===== src/rtl/crc_stream_codec_if.sv =====
// Handshake/bus bundle for crc_stream_codec: request side (mode/data_in) and result side (data_out/err).
// SYNDROME_OUT_EN adds the syndrome signal to the bundle.
interface crc_stream_codec_if #(
  parameter int N = 64,
  parameter int K = 40
);
  logic         mode;
  logic         in_valid;
  logic         in_ready;
  logic [N-1:0] data_in;
  logic         out_valid;
  logic         out_ready;
  logic [N-1:0] data_out;
  logic         err;
`ifdef SYNDROME_OUT_EN
  logic [N-K-1:0] syndrome;

  modport master (output mode, in_valid, data_in, out_ready,
                  input  in_ready, out_valid, data_out, err, syndrome);
  modport slave  (input  mode, in_valid, data_in, out_ready,
                  output in_ready, out_valid, data_out, err, syndrome);
`else
  modport master (output mode, in_valid, data_in, out_ready,
                  input  in_ready, out_valid, data_out, err);
  modport slave  (input  mode, in_valid, data_in, out_ready,
                  output in_ready, out_valid, data_out, err);
`endif
endinterface


===== src/rtl/crc_stream_codec.sv =====
// Polynomial-division CRC encoder/checker, BPC bits per clock, valid/ready on both sides.
// Optional SYNDROME_OUT_EN exposes the final remainder alongside err.
module crc_stream_codec #(
  parameter int             N   = 64,
  parameter int             K   = 40,
  parameter logic [N-K-1:0] GEN = 24'h864CFB,
  parameter int             BPC = 1
) (
  input logic clk,
  input logic rst,
  crc_stream_codec_if.slave s
);
  localparam int R  = N - K;
  localparam int CK = K / BPC;
  localparam int CN = N / BPC;
  localparam int CW = $clog2(CN + 1);

  if (!(N > K))      begin : g_chk_nk  $error("N must exceed K"); end
  if (!(K >= 1))     begin : g_chk_k   $error("K must be at least 1"); end
  if (!(R >= 2))     begin : g_chk_r   $error("R must be at least 2"); end
  if (K % BPC != 0)  begin : g_chk_kb  $error("K must be a multiple of BPC"); end
  if (N % BPC != 0)  begin : g_chk_nb  $error("N must be a multiple of BPC"); end

  typedef enum logic [1:0] {IDLE, SHIFT, DONE} state_t;

  state_t        st, st_nxt;
  logic [CW-1:0] cnt, last;
  logic [N-1:0]  sh, word, data_out_q;
  logic [R-1:0]  rem;
  logic          md, err_q, accept;
`ifdef SYNDROME_OUT_EN
  logic [R-1:0]  syn_q;
`endif

  // One clock of division: BPC serial LFSR steps, MSB of the chunk first.
  function automatic logic [R-1:0] div_step(logic [R-1:0] r_in, logic [BPC-1:0] b);
    logic [R-1:0] r;
    logic         fb;
    r = r_in;
    for (int i = BPC - 1; i >= 0; i--) begin
      fb = r[R-1] ^ b[i];
      r  = {r[R-2:0], 1'b0} ^ (fb ? GEN : '0);
    end
    return r;
  endfunction

  assign accept = s.in_valid & s.in_ready;
  assign last   = md ? CW'(CN) : CW'(CK);

  always_ff @(posedge clk or negedge rst) begin
    if (!rst) st <= IDLE;
    else      st <= st_nxt;
  end

  always_comb begin
    st_nxt = st;
    case (st)
      IDLE:    if (accept)      st_nxt = SHIFT;
      SHIFT:   if (cnt == last) st_nxt = DONE;
      DONE:    if (s.out_ready) st_nxt = IDLE;
      default:                  st_nxt = IDLE;
    endcase
  end

  always_comb begin
    s.in_ready  = 1'b0;
    s.out_valid = 1'b0;
    case (st)
      IDLE:    s.in_ready  = rst;
      DONE:    s.out_valid = 1'b1;
      default: ;
    endcase
  end

  // SHIFT runs last+1 clocks: 'last' division steps, then one clock to register the result.
  always_ff @(posedge clk or negedge rst) begin
    if (!rst) begin
      cnt        <= '0;
      sh         <= '0;
      word       <= '0;
      md         <= 1'b0;
      rem        <= '0;
      data_out_q <= '0;
      err_q      <= 1'b0;
`ifdef SYNDROME_OUT_EN
      syn_q      <= '0;
`endif
    end else if (accept) begin
      word <= s.data_in;
      md   <= s.mode;
      sh   <= s.mode ? s.data_in : {s.data_in[K-1:0], {R{1'b0}}};
      rem  <= '0;
      cnt  <= '0;
    end else if (st == SHIFT) begin
      if (cnt != last) begin
        rem <= div_step(rem, sh[N-1 -: BPC]);
        sh  <= sh << BPC;
        cnt <= cnt + 1'b1;
      end else begin
        data_out_q <= md ? {{R{1'b0}}, word[N-1:R]} : {word[K-1:0], rem};
        err_q      <= md & (|rem);
`ifdef SYNDROME_OUT_EN
        syn_q      <= rem;
`endif
      end
    end
  end

  assign s.data_out = data_out_q;
  assign s.err      = err_q;
`ifdef SYNDROME_OUT_EN
  assign s.syndrome = syn_q;
`endif
endmodule

===== src/flat_wrapper.sv =====
// flat-port wrapper written by rule: the top's interface ports become plain ports
module crc_stream_codec_flat 
#(
  parameter int             N   = 64,
  parameter int             K   = 40,
  parameter logic [N-K-1:0] GEN = 24'h864CFB,
  parameter int             BPC = 1
)
  (clk, rst, s_mode, s_in_valid, s_data_in, s_out_ready, s_in_ready, s_out_valid, s_data_out, s_err);
  crc_stream_codec_if #(.N(N), .K(K)) s_i ();
  input logic clk;
  input logic rst;
  input wire logic [$bits(s_i.mode)-1:0] s_mode;
  input wire logic [$bits(s_i.in_valid)-1:0] s_in_valid;
  input wire logic [$bits(s_i.data_in)-1:0] s_data_in;
  input wire logic [$bits(s_i.out_ready)-1:0] s_out_ready;
  output wire logic [$bits(s_i.in_ready)-1:0] s_in_ready;
  output wire logic [$bits(s_i.out_valid)-1:0] s_out_valid;
  output wire logic [$bits(s_i.data_out)-1:0] s_data_out;
  output wire logic [$bits(s_i.err)-1:0] s_err;
  assign s_i.mode = s_mode;
  assign s_i.in_valid = s_in_valid;
  assign s_i.data_in = s_data_in;
  assign s_i.out_ready = s_out_ready;
  assign s_in_ready = s_i.in_ready;
  assign s_out_valid = s_i.out_valid;
  assign s_data_out = s_i.data_out;
  assign s_err = s_i.err;
  crc_stream_codec #(.N(N), .K(K), .GEN(GEN), .BPC(BPC)) u_core (.clk(clk), .rst(rst), .s(s_i));
endmodule

===== config.mk =====
export PLATFORM = sky130hd
export DESIGN_NAME = crc_stream_codec_flat
export DESIGN_NICKNAME = d
export VERILOG_FILES = /design/src/rtl/crc_stream_codec_if.sv /design/src/rtl/crc_stream_codec.sv /design/src/flat_wrapper.sv
export SDC_FILE = /design/constraint.sdc
export NUM_CORES = 1
export LEC_CHECK = 0
export CAP_MARGIN = 5
export CORE_AREA = 2 2 164 166
export DETAILED_ROUTE_END_ITERATION = 10
export DIE_AREA = 0 0 166 168
export PLACE_DENSITY = 0.6
export SYNTH_ARGS = -nofsm -noshare
export SYNTH_HDL_FRONTEND = slang
export SYNTH_SLANG_ARGS = --single-unit
export TNS_END_PERCENT = 1

===== constraint.sdc =====
create_clock -name clk -period 5.2 [get_ports clk]
set_clock_uncertainty 0.15 [all_clocks]
set_input_delay 0.78 -clock clk [delete_from_list [all_inputs] [get_ports clk]]
set_output_delay 0.78 -clock clk [all_outputs]
set_load 0.01 [all_outputs]

==> impl_metrics.py <==
metrics = {
    "run_status": {
        "status": "completed",
    },
    "routing": {
        "ant_nets": 0,
        "drc": 0,
        "drtPass1Iterations": 5,
        "vias_per_cell": 5.50,
        "drtIter0Drc": 743,
        "vias": 8228,
        "wl_per_cell_um": 19.8,
        "routed_wl_mm": 29.6,
    },
    "clocking": {
        "clock-sinks": 227,
        "cts.htree.levels": 1,
        "clk_latency_ns": 0.51,
        "path_clk_slew_ns": 0.06,
        "clock_path_buffers": 3,
        "clock-root-buffer": "clkbuf_16",
        "post_cts.repair.setup_buffers": 0,
        "cts_tree": "done",
        "cts-resized-gates": 0,
        "ctsHoldBuffers": 0,
        "numCtsBuffers": 25,
    },
    "timing": {
        "slew_headroom_pct": 21.3,
        "finalSetupViolCount": 0,
        "fin_setup_tns_ns": 0,
        "hold_viol": 0,
        "worstMarginPinSlew_ns": 1.18,
        "final.period_utilization_pct": 62.5,
        "drv_slew": 0,
        "clock.fmax_mhz": 308,
        "rsz0062_at_grt": "no",
        "fin_crit_ns": 3.25,
        "fin_ws_ns": 1.95,
        "holdWs_ns": 0.0881,
    },
    "min_path": {
        "hp-class": "primary input to asynchronous set/reset pin",
    },
    "synth": {
        "syn_area_per_cell_um2": 9.79,
        "synth_nets": 1120,
        "yosysSeqAreaShare_pct": 55.3,
        "synth_seq_cells": 227,
        "yosysWarnings": 0,
        "synthCells": 1049,
        "synthDistinctLibCells": 39,
        "netlist_area_um2": 10300,
    },
    "worst_setup_path": {
        "cp-startpoint": "u_core.md$_DFFE_PN0P_",
        "worstPathCellList": "and4bb_1, o211a_1, buf_4, nor2_4, o21ai_0",
        "path_depth": 5,
        "path_buf_inv": 1,
        "max_stage_delay_ns": 0.86,
        "worst-r2r-setup-slack_ns": 1.95,
        "r2r_start": "u_core.md$_DFFE_PN0P_",
        "required_ns": 5.39,
        "critPathMaxFanout": 44,
        "r2r_cells": 5,
        "critPathSlowestCell": "nor2_4",
        "worstReg2RegEnd": "u_core.rem[21]$_DFFE_PN0P_",
        "worstSetupEndpoint": "u_core.rem[21]$_DFFE_PN0P_",
        "cp_top_family": "simple AND/OR/NAND/NOR gates",
        "path_class": "flip-flop to flip-flop",
        "end_kind": "flip-flop",
        "worst_setup_path_start_kind": "flip-flop",
        "crit_arrival_ns": 3.45,
    },
    "grt": {
        "gr-total-overflow": 0,
        "antenna_found_initial": 1,
        "grt_util_all_layers_pct": 21.0,
        "grt_pass1_vias": 8307,
        "grt_pass1_wl_mm": 47.4,
        "grt_max_degree": 94,
    },
    "placed_design": {
        "dp_slack_ns": 1.98,
        "port_buffers": 135,
        "place_area_um2": 11800,
        "hpwl_mm": 19.2,
        "gp_congestion": 0.805,
    },
    "final_layout": {
        "fin_util_pct": 47.8,
        "nets": 1209,
        "design_area_um2": 12600,
        "nFillCells": 2468,
        "areaGrowthSynthToFinish_pct": 22.8,
        "drive_gt1_share_pct": 5.45,
        "antennaDiodeCount": 0,
    },
    "die": {
        "core_um2": 26400,
        "initial_utilization_pct": 39.0,
        "dieArea_um2": 27900,
        "chipWidth_um": 166,
        "fp-row-count": 60,
        "num_io_pins": 136,
        "die_h_um": 168,
    },
    "pwr": {
        "power_density_nw_per_um2": 574,
        "ir_drop_uv": 227,
        "p_leak_uw": 0.00584,
    },
    "job": {
        "max_cap_violations": 0,
    },
}
## state kept, by name, summed over array words and instances (netlist names)
register / cells
u_core.s.data_out: 64
u_core.sh: 64
u_core.word: 64
u_core.rem: 24
u_core.cnt: 7
u_core.st: 2
u_core.md: 1
u_core.s.err: 1
## power breakdown
part | switching [µW] | total (µW) | leakage (µW) | internal (µW)
logic | 1320 | 2470 | 0.00252 | 1150
clock network | 708 | 1740 | 0.000396 | 1030
registers | 548 | 3030 | 0.00292 | 2490
total | 2570 | 7240 | 0.00584 | 4660
## layout make-up
class	instances	area, µm²	share of cell area, %
sequential	227	5680	45.1
multi-input combinational	731	4220	33.5
timing repair buffer	149	1460	11.6
clock buffer	39	748	5.94
tap	341	427	3.39
clock inverter	5	50.0	0.397
inverter	4	15.0	0.119
## metrics by stage
stage                     total power [µW]  std cells
final                                 7240       1496
after global routing                  7740       1496
after CTS                             7300       1496
after detailed placement              5540       1452
after global placement                5470       1452
after floorplan                       4590       1049
## layout by cell type, fill, tap and decap left out, types with 2 or more instances in the layout
cell | Yosys | final
and4bb_1 | 2 | 2
clkbuf_1 | 42 | 7
nand4_1 | 2 | 2
xor2_1 | 15 | 15
a21oi_1 | 2 | 2
clkbuf_16 | 0 | 25
nand2_2 | 0 | 2
clkinv_2 | 0 | 4
nand3_1 | 19 | 19
nor3_1 | 2 | 2
clkbuf_8 | 0 | 7
nand2b_1 | 27 | 27
o21ai_0 | 133 | 133
a31oi_1 | 40 | 40
clkdlybuf4s50_1 | 0 | 133
a221o_1 | 23 | 23
buf_4 | 2 | 14
inv_1 | 4 | 4
nor2_1 | 5 | 5
o211ai_1 | 7 | 7
nor4_1 | 6 | 6
ha_1 | 2 | 2
and3_1 | 24 | 24
nand2_1 | 288 | 286
a22oi_1 | 40 | 40
mux2i_1 | 80 | 80
dfrtp_1 | 227 | 226
## per-layer routing
layer	part of all wire, %	GRT usage (%)	up-vias
met4	2.9	6.69	0
met3	5.9	3.36	58
li1	-	-	3838
met5	0	0	-
met1	46	30.2	4061
met2	46	32.9	271
## Yosys cell counts
master	n	area, µm²
a21oi_2	1	8.76
nor2_2	1	6.26
xnor2_1	1	8.76
inv_1	4	15.0
a221o_1	23	230
and4bb_1	2	25.0
nor3_1	2	10.0
o211a_1	1	10.0
dfrtp_1	227	5680
ha_1	2	25.0
nand2_1	288	1080
and2b_1	1	7.51
o2111ai_1	1	8.76
or3_1	1	6.26
mux2i_1	80	801
o21ai_0	133	666
and3_1	24	150
o31ai_1	1	7.51
nor3b_2	1	12.5
nor2_1	5	18.8
o211ai_1	7	52.6
o211ai_2	1	12.5
nand2b_1	27	169
nand3_1	19	95.1
nor2b_1	1	6.26
a22oi_1	40	300
xor2_1	15	131
buf_1	2	7.51
a21oi_1	2	10.0
buf_4	2	15.0
nand4_1	2	12.5
a31oi_1	40	250
nand3b_1	1	7.51
clkbuf_1	42	158
a32o_1	1	10.0
clkbuf_2	5	25.0
and2_0	1	6.26
buf_2	36	180
nor4_1	6	37.5
## worst min-delay path by stage
stage | endpoint | slack [ns] | cells past startpoint
2_1_floorplan | u_core.word[0]$_DFFE_PN0P_ | 0.29 | 2
3_3_place_gp | u_core.word[55]$_DFFE_PN0P_ | 0.31 | 2
3_5_place_dp | u_core.word[55]$_DFFE_PN0P_ | 0.31 | 2
4_1_cts | u_core.sh[20]$_DFFE_PN0P_ | 0.10 | 1
5_1_grt | u_core.sh[19]$_DFFE_PN0P_ | 0.12 | 1
6_report | u_core.sh[8]$_DFFE_PN0P_ | 0.09 | 1
## cell families (layout without fill, tap and decap cells)
logic type,count (synthesis),count (layout),synth area share [%]
adders and majority gates,2,2,0.244
and+or+nand+nor,382,382,16.1
AOI/OAI and AO/OA,251,251,15.3
DFF,227,227,55.3
muxes,80,80,7.80
xor gates and xnor gates,16,16,1.37
buffers and inverters,91,197,3.90
No activity file was read; power rests on OpenSTA's default activity.
